<file path="config.mk">
export PLATFORM = sky130hd
export DESIGN_NAME = uart_tx_frame_flat
export DESIGN_NICKNAME = d
export VERILOG_FILES = /design/src/rtl/uart_pkg.sv /design/src/rtl/uart_tx_frame_if.sv /design/src/rtl/uart_tx_serializer.sv /design/src/rtl/uart_tx_frame.sv /design/src/flat_wrapper.sv
export SDC_FILE = /design/constraint.sdc
export NUM_CORES = 1
export LEC_CHECK = 0
export CORE_AREA = 8 8 63 49
export DETAILED_ROUTE_END_ITERATION = 7
export DIE_AREA = 0 0 71 57
export DONT_BUFFER_PORTS = 1
export GPL_TIMING_DRIVEN = 0
export PLACE_DENSITY = 0.63
export SKIP_LAST_GASP = 1
export SYNTH_ARGS = -nofsm -noshare
export SYNTH_HDL_FRONTEND = slang
export SYNTH_SLANG_ARGS = --single-unit
</file>
<file path="constraint.sdc">
create_clock -name CLK -period 3.9 [get_ports CLK]
set_clock_uncertainty 0.1 [all_clocks]
set_input_delay 0.39 -clock CLK [delete_from_list [all_inputs] [get_ports CLK]]
set_output_delay 0.39 -clock CLK [all_outputs]
set_load 0.05 [all_outputs]
</file>
<file path="src/rtl/uart_pkg.sv">
// rtl/uart_pkg.sv - shared state encoding and line-level constants for the UART transmitter
package uart_pkg;
  typedef logic [2:0] state_t;

  localparam state_t ST_IDLE   = 3'd0;
  localparam state_t ST_START  = 3'd1;
  localparam state_t ST_DATA   = 3'd2;
  localparam state_t ST_PARITY = 3'd3;
  localparam state_t ST_STOP   = 3'd4;

  localparam logic START_BIT  = 1'b0;
  localparam logic STOP_BIT   = 1'b1;
  localparam logic IDLE_LEVEL = 1'b1;

  localparam logic PAR_EVEN = 1'b0;
  localparam logic PAR_ODD  = 1'b1;
endpackage

</file>
<file path="src/rtl/uart_tx_frame_if.sv">
// rtl/uart_tx_frame_if.sv - payload/parity inputs and serial/busy outputs of the UART frame transmitter
interface uart_tx_frame_if #(
  parameter int DATA_WIDTH = 8
);
  logic [DATA_WIDTH-1:0] P_DATA;
  logic                  DATA_VALID;
  logic                  PAR_EN;
  logic                  PAR_TYP;
  logic                  TX_OUT;
  logic                  BUSY;

  modport master (
    output P_DATA, DATA_VALID, PAR_EN, PAR_TYP,
    input  TX_OUT, BUSY
  );

  modport slave (
    input  P_DATA, DATA_VALID, PAR_EN, PAR_TYP,
    output TX_OUT, BUSY
  );
endinterface

</file>
<file path="src/rtl/uart_tx_serializer.sv">
// rtl/uart_tx_serializer.sv - payload shift register and bit counter; done flags the last data bit on the line
module uart_tx_serializer #(
  parameter int DATA_WIDTH = 8
) (
  input  logic                  CLK,
  input  logic                  RST,
  input  logic                  load,
  input  logic [DATA_WIDTH-1:0] load_data,
  input  logic                  shift,
  input  logic                  count,
  output logic                  bit_out,
  output logic                  done
);
  localparam int CNT_W = $clog2(DATA_WIDTH);

  logic [DATA_WIDTH-1:0] shreg_q;
  logic [CNT_W-1:0]      cnt_q;

  // Shift and count are separate so the start-bit cycle can pre-shift bit 0 without advancing the count.
  always_ff @(posedge CLK) begin
    if (!RST) begin
      shreg_q <= '0;
      cnt_q   <= '0;
    end else if (load) begin
      shreg_q <= load_data;
      cnt_q   <= '0;
    end else begin
      if (shift) shreg_q <= shreg_q >> 1;
      if (count) cnt_q <= cnt_q + CNT_W'(1);
    end
  end

  assign bit_out = shreg_q[0];
  assign done    = (cnt_q == CNT_W'(DATA_WIDTH - 1));
endmodule

</file>
<file path="src/rtl/uart_tx_frame.sv">
// rtl/uart_tx_frame.sv - UART frame transmitter, one bit per clock
// Parity bit and PAR_EN/PAR_TYP latches are built only when UART_TX_FRAME_PARITY_EN is defined.
module uart_tx_frame
  import uart_pkg::*;
#(
  parameter int DATA_WIDTH = 8
) (
  input logic            CLK,
  input logic            RST,
  uart_tx_frame_if.slave tx_if
);
  state_t state_q, state_d;
  logic   tx_q, tx_d;
  logic   busy_q, busy_d;
  logic   ser_load, ser_shift, ser_count;
  logic   ser_bit, ser_done;

  uart_tx_serializer #(.DATA_WIDTH(DATA_WIDTH)) u_ser (
    .CLK       (CLK),
    .RST       (RST),
    .load      (ser_load),
    .load_data (tx_if.P_DATA),
    .shift     (ser_shift),
    .count     (ser_count),
    .bit_out   (ser_bit),
    .done      (ser_done)
  );

`ifdef UART_TX_FRAME_PARITY_EN
  logic par_en_q, par_q;

  // Parity is folded at acceptance since the shift register no longer holds the whole byte later.
  always_ff @(posedge CLK) begin
    if (!RST) begin
      par_en_q <= 1'b0;
      par_q    <= 1'b0;
    end else if (ser_load) begin
      par_en_q <= tx_if.PAR_EN;
      par_q    <= (^tx_if.P_DATA) ^ (tx_if.PAR_TYP == PAR_ODD);
    end
  end
`else
  logic unused_par;
  assign unused_par = tx_if.PAR_EN ^ tx_if.PAR_TYP;
`endif

  always_comb begin
    state_d   = state_q;
    tx_d      = tx_q;
    busy_d    = busy_q;
    ser_load  = 1'b0;
    ser_shift = 1'b0;
    ser_count = 1'b0;
    case (state_q)
      ST_IDLE: begin
        tx_d   = IDLE_LEVEL;
        busy_d = 1'b0;
        if (tx_if.DATA_VALID) begin
          state_d  = ST_START;
          tx_d     = START_BIT;
          busy_d   = 1'b1;
          ser_load = 1'b1;
        end
      end
      ST_START: begin
        state_d   = ST_DATA;
        tx_d      = ser_bit;
        ser_shift = 1'b1;
      end
      ST_DATA: begin
        if (ser_done) begin
`ifdef UART_TX_FRAME_PARITY_EN
          if (par_en_q) begin
            state_d = ST_PARITY;
            tx_d    = par_q;
          end else begin
            state_d = ST_STOP;
            tx_d    = STOP_BIT;
          end
`else
          state_d = ST_STOP;
          tx_d    = STOP_BIT;
`endif
        end else begin
          tx_d      = ser_bit;
          ser_shift = 1'b1;
          ser_count = 1'b1;
        end
      end
      ST_PARITY: begin
        state_d = ST_STOP;
        tx_d    = STOP_BIT;
      end
      ST_STOP: begin
        state_d = ST_IDLE;
        tx_d    = IDLE_LEVEL;
        busy_d  = 1'b0;
      end
      default: begin
        state_d = ST_IDLE;
        tx_d    = IDLE_LEVEL;
        busy_d  = 1'b0;
      end
    endcase
  end

  always_ff @(posedge CLK) begin
    if (!RST) begin
      state_q <= ST_IDLE;
      tx_q    <= IDLE_LEVEL;
      busy_q  <= 1'b0;
    end else begin
      state_q <= state_d;
      tx_q    <= tx_d;
      busy_q  <= busy_d;
    end
  end

  assign tx_if.TX_OUT = tx_q;
  assign tx_if.BUSY   = busy_q;
endmodule

</file>
<file path="src/flat_wrapper.sv">
// flat-port wrapper written by rule: the top's interface ports become plain ports
module uart_tx_frame_flat import uart_pkg::*;
#(
  parameter int DATA_WIDTH = 8
)
  (CLK, RST, tx_if_P_DATA, tx_if_DATA_VALID, tx_if_PAR_EN, tx_if_PAR_TYP, tx_if_TX_OUT, tx_if_BUSY);
  uart_tx_frame_if #(.DATA_WIDTH(DATA_WIDTH)) tx_if_i ();
  input logic CLK;
  input logic RST;
  input wire logic [$bits(tx_if_i.P_DATA)-1:0] tx_if_P_DATA;
  input wire logic [$bits(tx_if_i.DATA_VALID)-1:0] tx_if_DATA_VALID;
  input wire logic [$bits(tx_if_i.PAR_EN)-1:0] tx_if_PAR_EN;
  input wire logic [$bits(tx_if_i.PAR_TYP)-1:0] tx_if_PAR_TYP;
  output wire logic [$bits(tx_if_i.TX_OUT)-1:0] tx_if_TX_OUT;
  output wire logic [$bits(tx_if_i.BUSY)-1:0] tx_if_BUSY;
  assign tx_if_i.P_DATA = tx_if_P_DATA;
  assign tx_if_i.DATA_VALID = tx_if_DATA_VALID;
  assign tx_if_i.PAR_EN = tx_if_PAR_EN;
  assign tx_if_i.PAR_TYP = tx_if_PAR_TYP;
  assign tx_if_TX_OUT = tx_if_i.TX_OUT;
  assign tx_if_BUSY = tx_if_i.BUSY;
  uart_tx_frame #(.DATA_WIDTH(DATA_WIDTH)) u_core (.CLK(CLK), .RST(RST), .tx_if(tx_if_i));
endmodule
</file>
==> results_dict.tcl, run 1 <==
set metrics [dict create \
    cellLeakagePower_uw 0.0003289 \
    clkTransAtPathRegs_ps 100 \
    cts_tree "built" \
    rsz0062_at_grt "false" \
    slew_of_the_pin_with_the_lowest_slew_margin_ps 623.0 \
    postCtsSetupBuffers 0 \
    grt_max_degree 11 \
    avgViaCountPerCell 5.385 \
    path_depth 6 \
    syn_inst 75 \
    worstRegToRegCells 6 \
    fp.dieH_um 57 \
    place.port_buffers 0 \
    period_minus_slack_ps 1781 \
    criticalPathCategory "flip-flop to flip-flop" \
    initial_core_utilization 0.3571 \
    route.vias.total 560 \
    numCtsBuffers 3 \
    worstPathArrival_ps 1880 \
    ctsLongestPathBuffers 2 \
    vdd_ir_drop_max_v 0.0001291 \
    setup_tns_ps 0 \
    first_global_vias 573 \
    critical_path_buffer_and_inverter_count 1 \
    mappedNetlistArea_um2 790.8 \
    placeableCoreArea_mm2 0.002215 \
    synth_warnings 0 \
    chipWidth_um 71 \
    cellPowerDensity_mw_per_mm2 448.7 \
    critPathCaptureType "flip-flop" \
    critical_path.max_fanout 10 \
    antenna-diode-count 0 \
    cts-root-buf "clkbuf_4" \
    route.detailed.drc 0 \
    maxSlewViolCount 0 \
    hpwl_after_dpl_mm 1.088 \
    finalSetupViolations 0 \
    drt.antenna.violating_nets 0 \
    post_cts.resized_instances 0 \
    grt_use_total 0.07653 \
    fmax_ghz 0.5616 \
    die-area_mm2 0.004047 \
    postSynthAreaPerCell_um2 10.54 \
    cpPeakStageDelay_ps 330 \
    insertion_delay_to_the_later_sink_of_the_worst_skew_pair_ps 280 \
    post_route_cells_drive_above_1_share 0.1392 \
    initial_antenna_violation_count 0 \
    layout_worst_path_cycle_share 0.4566 \
    grt_pass1_wl_mm 2.428 \
    finalWeightedCongestion 0.7024 \
    number_of_cells_traversed_by_the_worst_hold_path 1 \
    max_slew_margin 0.5831 \
    final_hold_viol_count 0 \
    placement_rows 15 \
    critical_path.startpoint_type "flip-flop" \
    worst_path_max_delay_cell "dfxtp_1" \
    cts-htree-levels 1 \
    final_common_cell "dfxtp_1" \
    max_cap_violations 0 \
    synthDistinctLibCells 21 \
    postCtsHoldBufs 0 \
    crit_path_cells "ha_1 -> ha_1 -> nor4b_4 -> buf_6 -> a211oi_1 -> a211oi_1" \
    synthesis.nets 90 \
    detail_route.wirelength_mm 1.485 \
    nets 95 \
    layout_common_cells "16 x dfxtp_1, 14 x a211oi_1, 9 x mux2i_1, 6 x nor2_1" \
    postSynthRegisterBits 16 \
    utilization_after_layout 0.3876 \
    tritoncts_num_sinks 16 \
    detail_route.wl_per_cell_um 14.28 \
    finalPower_uw 385.1 \
    worst_path_dominant_cell_family "adder cells" \
    layout_area_overhead_pct 8.544 \
    run_status "finished clean" \
    globalRoute.totalOverflow 0 \
    drt-pass1-iter-count 3 \
    design.portCount 15 \
    worst_ep_required_time_ps 4000 \
    ys_seq_area_frac 0.4051 \
    holdCritPathClass "input port to flip-flop" \
    detail_route.iter0.violations 12 \
]
==> where the power goes <==
part           internal (µW)  switching, µW
sequential               180           18.7
clock                   56.8           53.3
combinational           38.6           37.7
total                    275            110
==> final cells by class <==
type,count,area (µm²)
Fill cell,227,1356
Tap cell,25,31.28
Multi-Input combinational cell,53,417.9
Sequential cell,16,320.3
Buffer,4,45.04
Clock buffer,4,36.28
Inverter,2,7.507
==> state kept, by name (all words and copies together) (netlist names) <==
name	cells
u_core.u_ser.shreg_q	8
u_core.state_q	3
u_core.u_ser.cnt_q	3
u_core.tx_if.BUSY	1
u_core.tx_if.TX_OUT	1
==> cells in the mapped netlist <==
| cell type | n | area [µm²] |
|---|---|---|
| dfxtp_1 | 16 | 320.3 |
| a211oi_1 | 14 | 105.1 |
| mux2i_1 | 9 | 90.09 |
| nor2_1 | 6 | 22.52 |
| a21oi_1 | 4 | 20.02 |
| buf_6 | 4 | 45.04 |
| nand2b_1 | 3 | 18.77 |
| ha_1 | 2 | 25.02 |
| inv_1 | 2 | 7.510 |
| nand2_1 | 2 | 7.510 |
| nor4b_4 | 2 | 47.55 |
| or2b_1 | 2 | 15.01 |
| a211o_1 | 1 | 8.760 |
| a21o_1 | 1 | 7.510 |
| and2_1 | 1 | 6.260 |
| nor3b_1 | 1 | 7.510 |
| o21ai_0 | 1 | 5.000 |
| o21bai_1 | 1 | 7.510 |
| or2_1 | 1 | 6.260 |
| or3b_2 | 1 | 8.760 |
| xnor2_1 | 1 | 8.760 |
==> through the flow <==
stage | setup WS [ps] | instance area (µm²) | hold slack [ps] | std cells
4_1_cts | 2112 | 858.3 | 116.6 | 104
3_3_place_gp | 2175 | 822.0 | 379.5 | 100
3_5_place_dp | 2133 | 822.0 | 393.0 | 100
2_1_floorplan | 2310 | 790.8 | 364.6 | 75
5_1_grt | 1973 | 858.3 | 101.7 | 104
6_report | 2119 | 858.3 | 124.1 | 104
==> kinds of logic after synthesis <==
logic type,share of synthesized area
buf+inv,0.06646
flops,0.4051
compound gates,0.1946
mux,0.1139
fa+ha+maj,0.03164
simple gates,0.1772
xor+xnor,0.01108
==> metal layers <==
layer	global-route usage	share of wire	vias to the layer above
met5	0	0	-
met3	0.02972	0.045	2
met2	0.1265	0.48	3
met1	0.08198	0.46	272
met4	0.04425	0.010	0
li1	-	-	283
==> path summary, 6_finish.rpt <==
check	startpoint	to	slack, ps
max reg2reg	u_core.u_ser.cnt_q[0]$_SDFFE_PP0P_	u_core.u_ser.shreg_q[3]$_SDFFE_PN0P_	2120
min	RST	u_core.state_q[0]$_SDFFE_PN0P_	120
min reg2reg	u_core.u_ser.cnt_q[1]$_SDFFE_PP0P_	u_core.u_ser.cnt_q[1]$_SDFFE_PP0P_	410
max	u_core.u_ser.cnt_q[0]$_SDFFE_PP0P_	u_core.u_ser.shreg_q[3]$_SDFFE_PN0P_	2120
Note: power is estimated with default switching activity, not from simulation.
==> run 2: changes to the inputs <==
- PLACE_DENSITY: 0.63 -> 0.65
- clock period: 3.9 -> 1.4 ns (I/O delays scaled with it)
==> results_dict.tcl, run 2 (synthesized netlist as in run 1, its figures left out) <==
set metrics [dict create \
    numCtsBuffers 3 \
    grt_use_total 0.08309 \
    rsz0062_at_grt "true" \
    seq_power_share 0.492 \
    place.port_buffers 0 \
    first_global_vias 623 \
    cts-root-buf "clkbuf_4" \
    post_dp_cell_area_um2 849.6 \
    nets 106 \
    grt_max_degree 11 \
    cts-htree-levels 1 \
    placed_cells 100 \
    power_report.internal_total_uw 808.3 \
    grt_pass1_wl_mm 2.739 \
    design.portCount 15 \
    reg.largest.list "u_core.u_ser.shreg_q (8), u_core.state_q (3), u_core.u_ser.cnt_q (3)" \
    detail_route.wl_per_cell_um 14.01 \
    fp.dieH_um 57 \
    power_switching_uw 327.6 \
    final_common_cell "dfxtp_1" \
    holdCritPathClass "input port to flip-flop" \
    finalWorstSetupSlack_ps -277.4 \
    placeableCoreArea_mm2 0.002215 \
    largest_register_ffs 8 \
    critical_path.max_fanout 5 \
    layout_worst_path_cycle_share 1.198 \
    drt.antenna.violating_nets 0 \
    avgViaCountPerCell 5.235 \
    antenna-diode-count 0 \
    sw_frac_of_total 0.2884 \
    route.detailed.drc 0 \
    vdd_ir_drop_max_v 0.0004448 \
    initial_antenna_violation_count 0 \
    clockPowerShare 0.265 \
    nFillCells 200 \
    detail_route.iter0.violations 2 \
    failed_checks "negative setup slack" \
    insertion_delay_to_the_later_sink_of_the_worst_skew_pair_ps 280 \
    drt-pass1-iter-count 4 \
    run_status "finished with violations" \
    maxSlewViolCount 0 \
    finalWeightedCongestion 0.7390 \
    worst_ep_required_time_ps 1500 \
    cellPowerDensity_mw_per_mm2 1100 \
    cts_tree "built" \
    finish.cell_count_without_fillers 115 \
    worstPathArrival_ps 1780 \
    clkTransAtPathRegs_ps 90 \
    placement_rows 15 \
    layout_common_cells "14 x dfxtp_1, 9 x mux2i_1, 7 x a211oi_2, 7 x a211oi_1, 6 x buf_4" \
    ctsLongestPathBuffers 2 \
    final_hold_viol_count 0 \
    max_slew_margin 0.5354 \
    critical_path.startpoint_type "flip-flop" \
    layout_area_overhead_pct 30.54 \
    registers.top_by_ff_count "u_core.u_ser.shreg_q" \
    hpwl_after_dpl_mm 1.097 \
    cellLeakagePower_uw 0.0003848 \
    finalSetupViolations 14 \
    period_minus_slack_ps 1677 \
    criticalPathCategory "flip-flop to flip-flop" \
    route.vias.total 602 \
    detail_route.wirelength_mm 1.611 \
    pwr-share-comb 0.243 \
    critPathCaptureType "flip-flop" \
    max_cap_violations 0 \
    stdcell_area_mm2 0.001032 \
    tritoncts_num_sinks 16 \
    slew_of_the_pin_with_the_lowest_slew_margin_ps 694.3 \
    globalRoute.totalOverflow 0 \
    post_route_cells_drive_above_1_share 0.3444 \
    die-area_mm2 0.004047 \
    fmax_ghz 0.5961 \
    chipWidth_um 71 \
    initial_core_utilization 0.3571 \
]
run 2: changes by cell type in the layout (fill, tap and decap cells not counted), sizes merged:
| cell | change |
|---|---|
| buf | +6 |
| dlygate4sd3 | +5 |
run 2: critical path, cell delays in order, from the launching register on:
cell and delay (ps):
dfxtp_2 350, ha_4 160, ha_4 160, nor4b_4 360, buf_4 210, a211oi_1 50
a211oi_1 200
run 2: stage by stage:
step / power (µW) / worst slack (ps) / TNS [ps] / utilization / hold WS [ps]
floorplan: 738.9 / -177.1 / -1296 / - / 161.7
global placement: 769.9 / -256.5 / -2350 / 0.3836 / 166.0
detailed placement: 777.0 / -275.5 / -2570 / 0.3836 / 165.1
CTS: 1141 / -212.0 / -2140 / 0.4582 / 0.2983
global route: 1202 / -368.0 / -4201 / 0.4661 / 5.803
finish: 1136 / -277.4 / -2994 / 0.4661 / 2.023
run 2: power by group through the flow:
stage	Clock, µW	Combinational, µW	Sequential (µW)
after global placement	0	206	564
after detailed placement	0	210	567
after CTS	314	269	558
final	301	276	559
after global routing	338	299	566
after floorplan	0	181	558
run 2: path summary, 6_finish.rpt:
kind	startpoint	to	slack [ps]	cells past startpoint
max	u_core.u_ser.cnt_q[0]$_SDFFE_PP0P_	u_core.u_ser.shreg_q[4]$_SDFFE_PN0P_	-280	6
min	tx_if_P_DATA[0]	u_core.u_ser.shreg_q[0]$_SDFFE_PN0P_	2	2
max reg2reg	u_core.u_ser.cnt_q[0]$_SDFFE_PP0P_	u_core.u_ser.shreg_q[4]$_SDFFE_PN0P_	-280	6
min reg2reg	u_core.u_ser.shreg_q[0]$_SDFFE_PN0P_	u_core.tx_if.TX_OUT$_SDFF_PN1_	430	2
run 2: timing repair:
item	in CTS	in global routing
cloned	1	0
pin swaps	8	9
hold endpoints to repair	10	0
hold buffers	5	0
endpoints found under the setup margin	14	14
buffers inserted	4	2
resized for setup	10	3
run 2: layout make-up:
| cell class | count | area [µm²] | share of cell area |
|---|---|---|---|
| clock buffer | 4 | 36.28 | 0.03515 |
| buffer | 4 | 45.04 | 0.04364 |
| inverter | 2 | 7.507 | 0.007273 |
| sequential | 16 | 322.8 | 0.3127 |
| tap | 25 | 31.28 | 0.03030 |
| timing repair buffer | 11 | 95.09 | 0.09212 |
| multi-input combinational | 53 | 494.2 | 0.4788 |
run 2: routing by layer:
layer	part of all wire	vias to the layer above	track usage
li1	-	307	-
met2	0.51	9	0.1436
met4	0.0050	0	0.02655
met3	0.025	2	0.02098
met5	0	-	0
met1	0.46	284	0.09808
==> run 3: changes to the inputs <==
- CORE_AREA: 8 8 63 49 -> 8 8 48 50
- CTS_BUF_LIST: not set -> sky130_fd_sc_hd__clkbuf_4 sky130_fd_sc_hd__clkbuf_8 sky130_fd_sc_hd__clkbuf_16
- DIE_AREA: 0 0 71 57 -> 0 0 56 58
- PLACE_DENSITY: 0.65 -> 0.79
==> results_dict.tcl, run 3 (synthesized netlist as in run 1, its figures left out) <==
set metrics [dict create \
    largest_register_ffs 8 \
    initial_antenna_violation_count 0 \
    fmax_ghz 0.6115 \
    cellPowerDensity_mw_per_mm2 1101 \
    layout_worst_path_cycle_share 1.168 \
    cts_tree "built" \
    die-area_mm2 0.003248 \
    first_global_vias 609 \
    route.vias.total 612 \
    failed_checks "negative setup slack" \
    worstPathArrival_ps 1740 \
    seq_power_share 0.500 \
    critPathCaptureType "flip-flop" \
    combined_area_of_the_multi_input_logic_cells_um2 469.2 \
    ctsLongestPathBuffers 2 \
    numCtsBuffers 3 \
    insertion_delay_to_the_later_sink_of_the_worst_skew_pair_ps 280 \
    grt_pass1_wl_mm 2.677 \
    maxSlewViolCount 0 \
    globalRoute.totalOverflow 0 \
    grt_max_degree 11 \
    finalSetupViolations 14 \
    final_hold_viol_count 0 \
    nets 106 \
    worst_path_dominant_cell_family "flip-flops" \
    registers.top_by_ff_count "u_core.u_ser.shreg_q" \
    cts-htree-levels 1 \
    layout_area_overhead_pct 27.53 \
    detail_route.iter0.violations 13 \
    crit_path_cells "ha_4 -> ha_4 -> nor4b_4 -> buf_4 -> a211oi_1 -> a211oi_1" \
    detail_route.wirelength_mm 1.595 \
    cpPeakStageDelay_ps 350 \
    max_cap_violations 0 \
    critical_path_buffer_and_inverter_count 1 \
    initial_core_utilization 0.4899 \
    vdd_ir_drop_max_v 0.0007262 \
    antenna-diode-count 0 \
    clkTransAtPathRegs_ps 90 \
    detail_route.wl_per_cell_um 14.91 \
    run_status "finished with violations" \
    critical_path.startpoint_type "flip-flop" \
    layout_common_cells "13 x a211oi_1, 13 x dfxtp_1, 9 x mux2i_1, 9 x dlygate4sd3_1" \
    reg.largest.list "u_core.u_ser.shreg_q (8), u_core.state_q (3), u_core.u_ser.cnt_q (3)" \
    slew_of_the_pin_with_the_lowest_slew_margin_ps 496.8 \
    fp.dieH_um 58 \
    cts-root-buf "clkbuf_4" \
    finalWeightedCongestion 0.7158 \
    clockPowerShare 0.274 \
    drt.antenna.violating_nets 0 \
    finalPower_uw 1110 \
    period_minus_slack_ps 1635 \
    criticalPathCategory "flip-flop to flip-flop" \
    avgViaCountPerCell 5.720 \
    critical_path.max_fanout 5 \
    finalWorstSetupSlack_ps -235.2 \
    route.detailed.drc 0 \
    pwr-share-comb 0.226 \
    chipWidth_um 56 \
    design.portCount 15 \
    holdCritPathClass "input port to flip-flop" \
    hpwl_after_dpl_mm 1.009 \
    worst_path_max_delay_cell "dfxtp_2" \
    max_slew_margin 0.6684 \
    placement_rows 15 \
    worst_ep_required_time_ps 1500 \
    place.port_buffers 0 \
    sw_frac_of_total 0.2839 \
    nFillCells 133 \
    post_route_cells_drive_above_1_share 0.2667 \
    cellLeakagePower_uw 0.0003765 \
    power_switching_uw 315.3 \
    drt-pass1-iter-count 4 \
    layout.area.seq_um2 324.1 \
    tritoncts_num_sinks 16 \
    placeableCoreArea_mm2 0.001614 \
    setup_tns_ps -2383 \
    grt_use_total 0.1005 \
    power_report.internal_total_uw 795.1 \
    rsz0062_at_grt "true" \
]
[run 3: changes by cell type in the layout (fill, tap and decap cells not counted), moves of 4 or more]
cell,delta
buf_4,-4
a211oi_2,-6
dlygate4sd3_1,+4
a211oi_1,+6
[run 3: path summary, 6_finish.rpt]
| path | startpoint | to | slack [ps] | depth (start not counted) |
|---|---|---|---|---|
| hold reg to reg | u_core.u_ser.cnt_q[1]$_SDFFE_PP0P_ | u_core.u_ser.cnt_q[1]$_SDFFE_PP0P_ | 430 | 2 |
| setup reg to reg | u_core.u_ser.cnt_q[1]$_SDFFE_PP0P_ | u_core.u_ser.shreg_q[1]$_SDFFE_PN0P_ | -240 | 6 |
| setup / recovery | u_core.u_ser.cnt_q[1]$_SDFFE_PP0P_ | u_core.u_ser.shreg_q[1]$_SDFFE_PN0P_ | -240 | 6 |
| hold / removal | tx_if_DATA_VALID | u_core.tx_if.TX_OUT$_SDFF_PN1_ | 10 | 3 |
[run 3: per-stage QoR]
step	worst slack (ps)	hold WS, ps	utilization	cells	area [µm²]
floorplan	-177.1	161.7	-	75	818.3
global placement	-255.2	164.7	0.5202	92	839.6
finish	-235.2	14.41	0.6248	107	1008
detailed placement	-256.1	171.3	0.5202	92	839.6
global route	-309.9	45.96	0.6248	107	1008
CTS	-211.2	8.958	0.6062	106	978.4
[run 3: layer usage]
metal	GRT usage	part of all wire
met2	0.1759	0.50
met5	0	0
met1	0.1036	0.44
met4	0.03093	0.0075
met3	0.04803	0.050
[run 3: layout make-up]
| cell class | instances | area share |
|---|---|---|
| Multi-Input combinational cell | 53 | 0.4653 |
| Buffer | 4 | 0.04466 |
| Clock buffer | 4 | 0.03598 |
| Timing Repair Buffer | 11 | 0.1042 |
| Inverter | 2 | 0.007444 |
| Tap cell | 17 | 0.02109 |
| Sequential cell | 16 | 0.3213 |
[run 3: worst min-delay path, cell delays in order]
cell      delay, ps
nand2b_1         50
a21oi_1          60
o21bai_1        120
[run 3: repair_timing]
action	4_1_cts	5_1_grt
buffers inserted	1	0
endpoints found under the setup margin	14	14
pin swaps	2	0
cloned	0	1
endpoints found under the hold margin	14	0
gates resized for setup	1	7
hold buffers	9	0
[run 3: power groups by stage]
stage	clock network, µW	registers, µW	logic (µW)
detailed placement	0	566	208
global route	325	562	277
CTS	317	555	237
floorplan	0	558	181
finish	304	556	251
global placement	0	564	204
